--- src/rtl/dircc_types_pkg.sv ---
`default_nettype none
// +---------------------------------------------------------------------------+
// | Package  : dircc_types_pkg                                                |
// | Purpose  : Shared state encoding and send-request record for the DIRCC    |
// |            send scheduler and its users.                                  |
// | Revision : 1.0                                                            |
// +---------------------------------------------------------------------------+
package dircc_types_pkg;

  localparam int DIRCC_ADDR_W = 32;
  localparam int DIRCC_PORT_W = 32;

  localparam logic [2:0] ST_IDLE  = 3'd0;
  localparam logic [2:0] ST_ISSUE = 3'd1;
  localparam logic [2:0] ST_WAIT  = 3'd2;
  localparam logic [2:0] ST_CHECK = 3'd3;
  localparam logic [2:0] ST_SEND  = 3'd4;
  localparam logic [2:0] ST_MARK  = 3'd5;
  localparam logic [2:0] ST_NEXT  = 3'd6;

  typedef enum logic [2:0] {
    IDLE  = ST_IDLE,
    ISSUE = ST_ISSUE,
    WAIT  = ST_WAIT,
    CHECK = ST_CHECK,
    SEND  = ST_SEND,
    MARK  = ST_MARK,
    NEXT  = ST_NEXT
  } sched_state_t;

  typedef struct packed {
    logic [DIRCC_ADDR_W-1:0] address;
    logic [DIRCC_PORT_W-1:0] ports;
  } send_req_t;

endpackage
`default_nettype wire

--- src/rtl/dircc_send_scheduler.sv ---
`default_nettype none
// +---------------------------------------------------------------------------+
// | Module   : dircc_send_scheduler                                           |
// | Purpose  : Round-robin scan of device RTS masks; issues one send request   |
// |            per ready slot and strobes the 'sent' writeback.               |
// |            Optional: DIRCC_SCHED_IDLE_COUNT_EN enables idle_passes count. |
// | Revision : 1.0                                                            |
// +---------------------------------------------------------------------------+
module dircc_send_scheduler
  import dircc_types_pkg::*;
#(
  parameter int ADDRESS_MEM_WIDTH = 32,
  parameter int NUM_DEVICES       = 4,
  parameter int RTS_LATENCY       = 2,
  parameter int PORT_MASK_WIDTH   = 32
) (
  input  logic                         clk,
  input  logic                         reset,
  input  logic                         enable,
  output logic [ADDRESS_MEM_WIDTH-1:0] address,
  input  logic [PORT_MASK_WIDTH-1:0]   rts_ready,
  output logic                         send_valid,
  input  logic                         send_ready,
  output logic [ADDRESS_MEM_WIDTH-1:0] send_address,
  output logic [PORT_MASK_WIDTH-1:0]   send_ports,
  output logic                         sent_we,
  output logic [ADDRESS_MEM_WIDTH-1:0] sent_address,
  output logic                         pass_done,
  output logic [15:0]                  idle_passes
);

  localparam int SLOT_W = (NUM_DEVICES > 1) ? $clog2(NUM_DEVICES) : 1;
  localparam int WAIT_W = (RTS_LATENCY > 1) ? $clog2(RTS_LATENCY) : 1;
  localparam logic [SLOT_W-1:0] C_LAST_SLOT = SLOT_W'(NUM_DEVICES - 1);

  sched_state_t                 r_state;
  logic [SLOT_W-1:0]            r_slot;
  logic [WAIT_W-1:0]            r_wait;
  logic [ADDRESS_MEM_WIDTH-1:0] r_address;
  logic                         r_send_valid;
  logic [ADDRESS_MEM_WIDTH-1:0] r_send_address;
  logic [PORT_MASK_WIDTH-1:0]   r_send_ports;
  logic                         r_sent_we;
  logic [ADDRESS_MEM_WIDTH-1:0] r_sent_address;
  logic                         r_pass_done;
  logic                         w_transfer;
  logic                         w_last_next;

  assign w_transfer  = r_send_valid && send_ready;
  assign w_last_next = (r_state == NEXT) && (r_slot == C_LAST_SLOT);

  // rts_ready is sampled on the RTS_LATENCY-th edge after address updates:
  // ISSUE's edge is the first, WAIT covers the remaining RTS_LATENCY-1.
  always_ff @(posedge clk or posedge reset) begin
    if (reset) begin
      r_state        <= IDLE;
      r_slot         <= '0;
      r_wait         <= '0;
      r_address      <= '0;
      r_send_valid   <= 1'b0;
      r_send_address <= '0;
      r_send_ports   <= '0;
      r_sent_we      <= 1'b0;
      r_sent_address <= '0;
      r_pass_done    <= 1'b0;
    end else begin
      r_sent_we   <= 1'b0;
      r_pass_done <= 1'b0;
      case (r_state)
        IDLE: begin
          if (enable) r_state <= ISSUE;
        end
        ISSUE: begin
          r_address <= ADDRESS_MEM_WIDTH'(r_slot);
          r_wait    <= WAIT_W'(RTS_LATENCY - 1);
          r_state   <= (RTS_LATENCY > 1) ? WAIT : CHECK;
        end
        WAIT: begin
          r_wait <= r_wait - 1'b1;
          if (r_wait == WAIT_W'(1)) r_state <= CHECK;
        end
        CHECK: begin
          if (|rts_ready) begin
            r_send_ports   <= rts_ready;
            r_send_address <= ADDRESS_MEM_WIDTH'(r_slot);
            r_send_valid   <= 1'b1;
            r_state        <= SEND;
          end else begin
            r_state <= NEXT;
          end
        end
        SEND: begin
          if (w_transfer) begin
            r_send_valid   <= 1'b0;
            r_sent_we      <= 1'b1;
            r_sent_address <= ADDRESS_MEM_WIDTH'(r_slot);
            r_state        <= MARK;
          end
        end
        MARK: begin
          r_state <= NEXT;
        end
        NEXT: begin
          if (r_slot == C_LAST_SLOT) begin
            r_slot      <= '0;
            r_pass_done <= 1'b1;
          end else begin
            r_slot <= r_slot + 1'b1;
          end
          r_state <= enable ? ISSUE : IDLE;
        end
        default: r_state <= IDLE;
      endcase
    end
  end

  assign address      = r_address;
  assign send_valid   = r_send_valid;
  assign send_address = r_send_address;
  assign send_ports   = r_send_ports;
  assign sent_we      = r_sent_we;
  assign sent_address = r_sent_address;
  assign pass_done    = r_pass_done;

`ifdef DIRCC_SCHED_IDLE_COUNT_EN
  logic        r_pass_sent;
  logic [15:0] r_idle_passes;

  always_ff @(posedge clk or posedge reset) begin
    if (reset) begin
      r_pass_sent   <= 1'b0;
      r_idle_passes <= '0;
    end else if (w_transfer) begin
      r_pass_sent   <= 1'b1;
      r_idle_passes <= '0;
    end else if (w_last_next) begin
      r_pass_sent <= 1'b0;
      if (!r_pass_sent && (r_idle_passes != 16'hFFFF))
        r_idle_passes <= r_idle_passes + 16'd1;
    end
  end

  assign idle_passes = r_idle_passes;
`else
  assign idle_passes = 16'd0;
`endif

endmodule
`default_nettype wire
--- config.mk ---
export PLATFORM = sky130hd
export DESIGN_NAME = dircc_send_scheduler
export DESIGN_NICKNAME = d
export VERILOG_FILES = /design/src/rtl/dircc_types_pkg.sv /design/src/rtl/dircc_send_scheduler.sv
export SDC_FILE = /design/constraint.sdc
export NUM_CORES = 1
export LEC_CHECK = 0
export ABC_AREA = 0
export CORE_MARGIN = 5
export CORE_UTILIZATION = 39
export DETAILED_ROUTE_END_ITERATION = 6
export PLACE_DENSITY_LB_ADDON = 0.2
export SYNTH_ARGS = -nofsm -noshare
export SYNTH_HDL_FRONTEND = slang
export SYNTH_SLANG_ARGS = --single-unit
--- constraint.sdc ---
create_clock -name clk -period 2.66 [get_ports clk]
set_input_delay 0.266 -clock clk [delete_from_list [all_inputs] [get_ports clk]]
set_output_delay 0.266 -clock clk [all_outputs]
set_load 0.02 [all_outputs]
# After elaboration in Yosys (flattened, before gate mapping)
# Index checks and enable logic that the tools add are counted.
# totals
output_inout_bits,147
n_memories,0
inputBits,36
mem_bits_rw,0
rom_bits,0
register_bits,47
word_cells,47
latch_bits,0
# op_classes
n_reduce_logical,9
div,0
n_mul,0
shifts,0
n_bitwise,0
n_lt_le_gt_ge,0
addsub,2
muxes,15
eq_ne,11
# op_table
cell,count
32-bit OR reduction,1
3-bit one-hot mux with 7 select lines,1
3-bit == test (second input constant),3
3-bit two-way mux,3
2-bit != test (second input constant),4
1-bit two-way mux,7
3-bit by 2-bit == test with 1-bit output (second input constant),2
3-bit AND reduction,2
2-bit two-way mux,2
1-bit one-hot mux with 2 select lines,2
2-bit AND reduction,2
2-bit nonzero test,2
3-bit by 1-bit == test with 1-bit output (second input constant),1
3-bit zero test,1
2-bit by 1-bit adder with 2-bit output (second input constant),1
2-bit == test (second input constant),1
1-bit logical AND,1
1-bit subtractor (second input constant),1

# Depth between registers and ports, before layout
# Gate-level depths: netlist of the first run.
# logic_depth
word_depth,3
mapped_depth,6
depth_no_buf,4

# Worst setup path after synthesis of the first run
# No wires, ideal clock.
# synth_path
path_type,input to register
from,in rts_ready[29]
to,"reg r_send_address[1], in the netlist send_address[1]"
stages,5
n_path_buf,1
t_required_ns,2.535
arrival_time_ns,1.508
setup_time_ns,0.125
path_slack_ns,1.027
cell_sequence,nor4_1 nand4_1 o21bai_4 buf_8 mux2_2
# synth_between
elab_chain_len,2
# synth_lines
item,line,text
start: declaration,dircc_send_scheduler.sv:21,"input logic [PORT_MASK_WIDTH-1:0] rts_ready,"
32-bit OR reduction,dircc_send_scheduler.sv:83,if (|rts_ready) begin
2-bit AND reduction (no line),n/a,
end signal: assignment,dircc_send_scheduler.sv:85,r_send_address <= ADDRESS_MEM_WIDTH'(r_slot);
end: declaration,dircc_send_scheduler.sv:41,logic [ADDRESS_MEM_WIDTH-1:0] r_send_address;
# No other way between the ends.
# A chain may end at the register's enable or synchronous reset.

# Final worst setup path of the first run
# layout_path
from,in rts_ready[6]
to,"reg r_send_ports[22], in the netlist send_ports[22]"
# layout_between
elab_chain_len,2
# layout_lines
item,line,text
32-bit OR reduction,dircc_send_scheduler.sv:83,
2-bit AND reduction (no line),n/a,
end signal: assignment,dircc_send_scheduler.sv:84,r_send_ports <= rts_ready;
end: declaration,dircc_send_scheduler.sv:42,logic [PORT_MASK_WIDTH-1:0] r_send_ports;
# No other way between the ends.

==> qor.csv, run 1 <==
stage,metric,value,unit
outcome,outcome,finished clean,
floorplanning,Die Wd,93.4,um
timing,skew final,5.25,ps
cts,total CTS buffers,5,
power_and_ir_drop,sw power,1.38,mW
drt,DR vias/cell,3.90,
synthesis,Ys Warns,0,
final_layout,design area,0.00327,mm^2
critical_path,critical path required time,2840,ps
synthesis,synth top area cells,"dfrtp_1, buf_4, mux2_2",
power_and_ir_drop,Combinational Power Share,0.526,
cts,Clock Path Buffers,2,
power_and_ir_drop,sequential power share,0.358,
placement,Port Buffers,76,
global_routing,first-pass GRT wire length,7780,um
final_layout,share of cells above drive strength 1,0.160,
final_layout,"commonest non-fill, non-tap cells in the layout","conb_1, clkdlybuf4s50_1, dfrtp_1",
floorplanning,num rows,30,
placement,Placed Cells,406,
synthesis,Cells after Synth,236,
worst_hold_path,Hold Path Class,in2async,
timing,Slew Limit Fails,0,
cts,CTS tree,built,
placement,DP Area,0.00318,mm^2
global_routing,met2 Use GR,0.173,
global_routing,met1 Usage GRT,0.139,
global_routing,vias in the first global route,1534,
power_and_ir_drop,Pint,2.24,mW
power_and_ir_drop,P_leak,1.52,nW
floorplanning,I/O Pins,183,
final_layout,antenna diode count,0,
placement,Detailed Place HPWL,4310,um
cts,Setup Buffers After CTS,0,
cts,clk_lat worst skew,290,ps
synthesis,Synth Area per Inst,11.5,um^2
synthesis,Synth top area share,0.433,
drt,ANT nets after route,0,
drt,drt drc,0,
drt,Pre-antenna DRT Iters,4,
cts,H-tree Lvls,2,
placement,RD Place Congestion,0.660,
critical_path,worst r2r path cells,5,
synthesis,Netlist Area Pre-Place,0.00271,mm^2
drt,Iteration-0 DRC Markers,12,
timing,count of final hold-check violations,0,
power_and_ir_drop,Clock Power Share,0.116,
timing,Setup Viol. Count Final,0,
final_layout,Nets,354,
drt,Post-Route WL,5300,um
critical_path,Crit. End Element,flop,
timing,fmax,496,MHz
power_and_ir_drop,Max VDD drop,0.000564,V
drt,via count,1615,
cts,Root Driver,clkbuf_8,
timing,unrepaired setup endpoints after global routing,false,
run,# Max-Cap Violations,0,
power_and_ir_drop,PD cells,1110,mW/mm^2
synthesis,post-synth top area cell,dfrtp_1,
final_layout,fin cells,414,
synthesis,synthesized flop and latch total,47,
floorplanning,die area,0.00873,mm^2
timing,total negative slack,0,ps
timing,fin crit share,0.758,
critical_path,WP data arrival,2200,ps
critical_path,startpoint types,input pin,
timing,Final min period,2020,ps
final_layout,"most common cell after layout, fill and taps aside",conb_1,
global_routing,M3 GR Usage,0.0619,
power_and_ir_drop,switching part of the total,0.382,
global_routing,grt ovf,0,
floorplanning,Die Y,93.4,um
final_layout,P&R area growth vs syn,20.3,%
synthesis,sequential area share after synthesis,0.433,
global_routing,pin count of the biggest net entering global routing,22,
drt,average wire per standard cell,12.8,um
cts,Hold Buf Count CTS,0,
cts,Clock Sinks,47,
critical_path,CP max FO,14,
timing,worst hold slack,245,ps
synthesis,number of distinct library cells after synthesis,25,
floorplanning,core area,0.00679,mm^2
global_routing,initial antenna violation count,0,
cts,CTS resizes,0,
global_routing,GRT Total Usage,0.112,
floorplanning,Starting Density,0.399,
critical_path,Setup CP Type,in2reg,
cts,clock slew at reported path FFs,90,ps
global_routing,gr busiest metal,met2,
flip-flops by register name (all words and copies together), names as in the netlist:
register / count
send_address: 2
pass_done: 1
send_valid: 1
address: 2
send_ports: 32
sent_we: 1
r_state: 3
r_slot: 2
r_wait: 1
sent_address: 2
area by class of cell:
type                    count  area (um^2)
well taps                  96          120
multi-input cells         179         1070
inverters                   4         15.0
repair buffers             80          803
fillers                   654         3530
flip-flops and latches     47         1180
clock inverters             2         12.5
clock buffers               6         72.6
kinds of logic (layout without fill, tap and decap cells):
family	count (synthesis)	count (layout)	share of synthesized area
buf+inv	115	92	0.319
flops	47	47	0.433
mux	41	41	0.170
simple gates	23	23	0.0466
compound gates	8	8	0.0254
fa+ha+maj	1	1	0.00461
other cells	1	106	0.00138
power groups by stage:
stage	Sequential, mW	Combinational (mW)	Clock, mW
5_1_grt	1.35	2.03	0.475
2_1_floorplan	1.63	0.917	0
6_report	1.30	1.90	0.421
4_1_cts	1.30	1.93	0.445
3_5_place_dp	1.31	1.92	0
3_3_place_gp	1.30	1.90	0
synthesized netlist by cell type (all sizes together):
cell	n
nand4	3
nor3	1
nor4	8
dfrtp	47
nor3b	1
nand3b	1
a211oi	3
nand2	2
a21oi	1
a21o	1
buf	111
and3	1
mux2	40
conb	1
nand3	1
o211a	1
o21ai	1
o21bai	1
inv	4
mux2i	1
nor2	5
ha	1
per-stage QoR:
step                      power (mW)  setup WS (ps)   util
after global routing            3.86            475  0.481
after detailed placement        3.24            318  0.468
after global placement          3.20            330  0.468
final                           3.62            644  0.481
after floorplan                 2.55           1030      -
after CTS                       3.67            638  0.481
worst paths after layout:
| kind | end | slack (ps) | startpoint |
|---|---|---|---|
| worst max-delay path | send_ports[22]$_DFFE_PP0P_ | 640 | rts_ready[6] |
| worst min-delay path | send_ports[5]$_DFFE_PP0P_ | 240 | reset |
| worst max register to register | send_ports[22]$_DFFE_PP0P_ | 1040 | r_state[2]$_DFFE_PP0P_ |
| worst min register to register | send_ports[24]$_DFFE_PP0P_ | 500 | send_ports[24]$_DFFE_PP0P_ |
| max in group asynchronous | send_ports[31]$_DFFE_PP0P_ | 1870 | reset |
| min in group clk | send_ports[24]$_DFFE_PP0P_ | 500 | send_ports[24]$_DFFE_PP0P_ |
critical path: stages:
cell and delay (ps):
clkdlybuf4s50_1 420, nor4_1 390, nand4_1 270, o21bai_4 240
buf_4 250, mux2_2 360
layer usage:
layer | part of all wire | up-vias
met5 | 0 | -
met4 | 0.0043 | 0
met3 | 0.13 | 4
met2 | 0.49 | 103
met1 | 0.37 | 769
li1 | - | 739
Note: power is estimated with default switching activity, not from simulation.
==> inputs of run 2 (changes only) <==
--- a/config.mk
+++ b/config.mk
@@ -7,7 +7,7 @@
 export LEC_CHECK = 0
 export ABC_AREA = 0
 export CORE_MARGIN = 5
-export CORE_UTILIZATION = 39
+export CORE_UTILIZATION = 33
 export DETAILED_ROUTE_END_ITERATION = 6
 export PLACE_DENSITY_LB_ADDON = 0.2
 export SYNTH_ARGS = -nofsm -noshare
==> constraint.sdc (replaced) <==
create_clock -name clk -period 1.79 [get_ports clk]
set_input_delay 0.179 -clock clk [delete_from_list [all_inputs] [get_ports clk]]
set_output_delay 0.179 -clock clk [all_outputs]
set_load 0.02 [all_outputs]
==> run 2 against run 1 <==
  * Flip-flop and latch count did not move
  * Wire length is 5.7% higher
  * Sequential share of layout area fell by 3.1 points
  * Clock power grew 91%
  * Critical path depth rose by 1
  * Global-route usage decreased by 0.77 points
  * Power grew 59%
  * Core utilization shrank 4.1 points
  * Register-to-register slack worse by 780 ps
  * Count of clock-buffer cells in the layout stayed put
  * Critical endpoint is now send_ports[5]$_DFFE_PP0P_
  * Highest routed layer unchanged
==> qor.csv, run 2 (synthesis results as in run 1) <==
stage,metric,value,unit,change
final_layout,share of cells above drive strength 1,0.240,,+0.0793
power_and_ir_drop,Max VDD drop,0.000632,V,+12%
critical_path,startpoint types,input pin,,
floorplanning,I/O Pins,183,,unchanged
critical_path,Critical Path Max Stage Delay,440,ps,+20 ps
final_layout,"most common cell after layout, fill and taps aside",conb_1,,
cts,Hold Buf Count CTS,0,,unchanged
critical_path,slack of the worst reg-to-reg path,260,ps,-780 ps
timing,skew final,6.38,ps,+1.13 ps
cts,total CTS buffers,5,,unchanged
timing,count of final hold-check violations,0,,unchanged
cts,H-tree Lvls,2,,unchanged
critical_path,Crit. End Element,flop,,
floorplanning,num rows,33,,+10%
drt,via count,1675,,+3.7%
critical_path,Top delay family on crit path,buffers and inverters,,
worst_hold_path,Hold Path Class,in2reg,,
final_layout,fillers,770,,+18%
timing,total negative slack,0,ps,unchanged
placement,Port Buffers,76,,unchanged
critical_path,Setup CP Type,in2reg,,
drt,drt drc,0,,unchanged
final_layout,"commonest non-fill, non-tap cells in the layout","conb_1, clkdlybuf4s50_1, dfrtp_1",,
floorplanning,Starting Density,0.334,,-0.0658
placement,Detailed Place HPWL,4450,um,+3.2%
power_and_ir_drop,P_leak,1.79,nW,+17%
global_routing,grt ovf,0,,unchanged
drt,DR vias/cell,3.78,,-3.1%
timing,fin crit share,0.950,,
timing,Setup Viol. Count Final,0,,unchanged
final_layout,max reg flops,32,,unchanged
cts,Clock Sinks,47,,unchanged
final_layout,P&R area growth vs syn,31.8,%,
floorplanning,core area,0.00813,mm^2,+20%
run,# Max-Cap Violations,0,,unchanged
placement,RD Place Congestion,0.698,,+5.7%
power_and_ir_drop,PD cells,1610,mW/mm^2,+45%
global_routing,vias in the first global route,1677,,+9.3%
global_routing,pin count of the biggest net entering global routing,20,,-9.1%
drt,Iteration-0 DRC Markers,14,,+2
critical_path,Crit-path slowest cell,clkdlybuf4s50_1,,
critical_path,most frequent CP cell,buf_6,,
cts,clock slew at reported path FFs,80,ps,about the same
final_layout,antenna diode count,0,,unchanged
cts,CTS tree,built,,
drt,ANT nets after route,0,,unchanged
timing,Slew Limit Fails,0,,unchanged
critical_path,Bufs and invs on worst path,3,,+1
global_routing,GRT Total Usage,0.105,,-0.00769
critical_path,CP max FO,5,,-9
drt,Post-Route WL,5600,um,+5.7%
floorplanning,Die Y,101,um,+7.8%
critical_path,critical path required time,1970,ps,-870 ps
global_routing,initial antenna violation count,0,,unchanged
floorplanning,die area,0.0101,mm^2,+16%
outcome,outcome,finished clean,,
timing,unrepaired setup endpoints after global routing,false,,
timing,fmax,588,MHz,
cts,Root Driver,clkbuf_8,,
cts,clk_lat worst skew,300,ps,about the same
global_routing,first-pass GRT wire length,8450,um,+8.5%
drt,average wire per standard cell,12.7,um,-1.2%
power_and_ir_drop,Power Total,5.74,mW,+59%
cts,Clock Path Buffers,2,,unchanged
floorplanning,Die Wd,101,um,+7.8%
final_layout,Nets,374,,+5.6%
timing,Final min period,1700,ps,
critical_path,WP data arrival,1880,ps,-320 ps
drt,Pre-antenna DRT Iters,2,,-2
critical_path,crit path cell chain,"clkdlybuf4s50_1, nor4_2, nand4_1, o21bai_4, buf_6, buf_6, mux2_2",,
## run 2: power breakdown
group | internal (mW) | total (mW) | switching [mW]
registers | 1.59 | 1.90 | 0.314
logic | 1.60 | 3.03 | 1.43
clock network | 0.452 | 0.806 | 0.354
total | 3.64 | 5.74 | 2.10
## run 2: through the flow
step                      area [um^2]  hold WS [ps]  cells  utilization  worst slack, ps
after floorplan                  3110           311    341            -              244
after global placement           3310           480    429        0.407             -490
after detailed placement         3310           493    429        0.407             -471
after CTS                        3510           201    442        0.432             1.88
after global routing             3580           174    443        0.440             3.66
final                            3580           175    443        0.440             90.0
## run 2: area by class of cell
cell class,count,area [um^2],area share
clock buffers,6,82.6,0.0231
clock inverters,2,35.0,0.00980
inverters,4,15.0,0.00420
multi-input cells,179,1140,0.318
flip-flops and latches,47,1180,0.329
well taps,105,131,0.0367
repair buffers,100,998,0.279
## run 2: per-layer routing
| layer | part of all wire | wire length [um] | vias up | global-route usage |
|---|---|---|---|---|
| li1 | - | - | 779 | - |
| met1 | 0.38 | 2140 | 798 | 0.133 |
| met2 | 0.49 | 2750 | 95 | 0.171 |
| met3 | 0.12 | 683 | 3 | 0.0367 |
| met4 | 0.0048 | 27 | 0 | 0.0249 |
| met5 | 0 | 0 | - | 0 |
## run 2: worst paths after layout
| check | start | end | depth (start not counted) |
|---|---|---|---|
| setup / recovery | rts_ready[5] | send_ports[5]$_DFFE_PP0P_ | 7 |
| hold / removal | rts_ready[29] | send_ports[29]$_DFFE_PP0P_ | 2 |
| setup reg to reg | r_state[1]$_DFFE_PP0P_ | send_ports[23]$_DFFE_PP0P_ | 5 |
| hold reg to reg | send_ports[24]$_DFFE_PP0P_ | send_ports[24]$_DFFE_PP0P_ | 1 |
| max in group asynchronous | reset | send_ports[31]$_DFFE_PP0P_ | 3 |
| min in group asynchronous | reset | send_ports[19]$_DFFE_PP0P_ | 2 |
## run 2: worst register-to-register path, stage by stage (launching register included)
cell and delay, ps:
dfrtp_1 510, nand3_1 140, o21bai_4 210, buf_6 140, buf_6 130, mux2_4 290
## run 2: timing repair
action,4_1_cts,5_1_grt
gates cloned,2,0
buffers inserted,4,1
endpoints found under the setup margin,34,27
resized for setup,34,15
pin swaps,10,11
==> inputs of run 3 (changes only) <==
--- a/config.mk
+++ b/config.mk
@@ -8,6 +8,7 @@
 export ABC_AREA = 0
 export CORE_MARGIN = 5
 export CORE_UTILIZATION = 33
+export CTS_CLUSTER_SIZE = 16
 export DETAILED_ROUTE_END_ITERATION = 6
 export PLACE_DENSITY_LB_ADDON = 0.2
 export SYNTH_ARGS = -nofsm -noshare
==> results of run 3 <==
The final DEF is identical to that of run 2; final timing and power are the same.
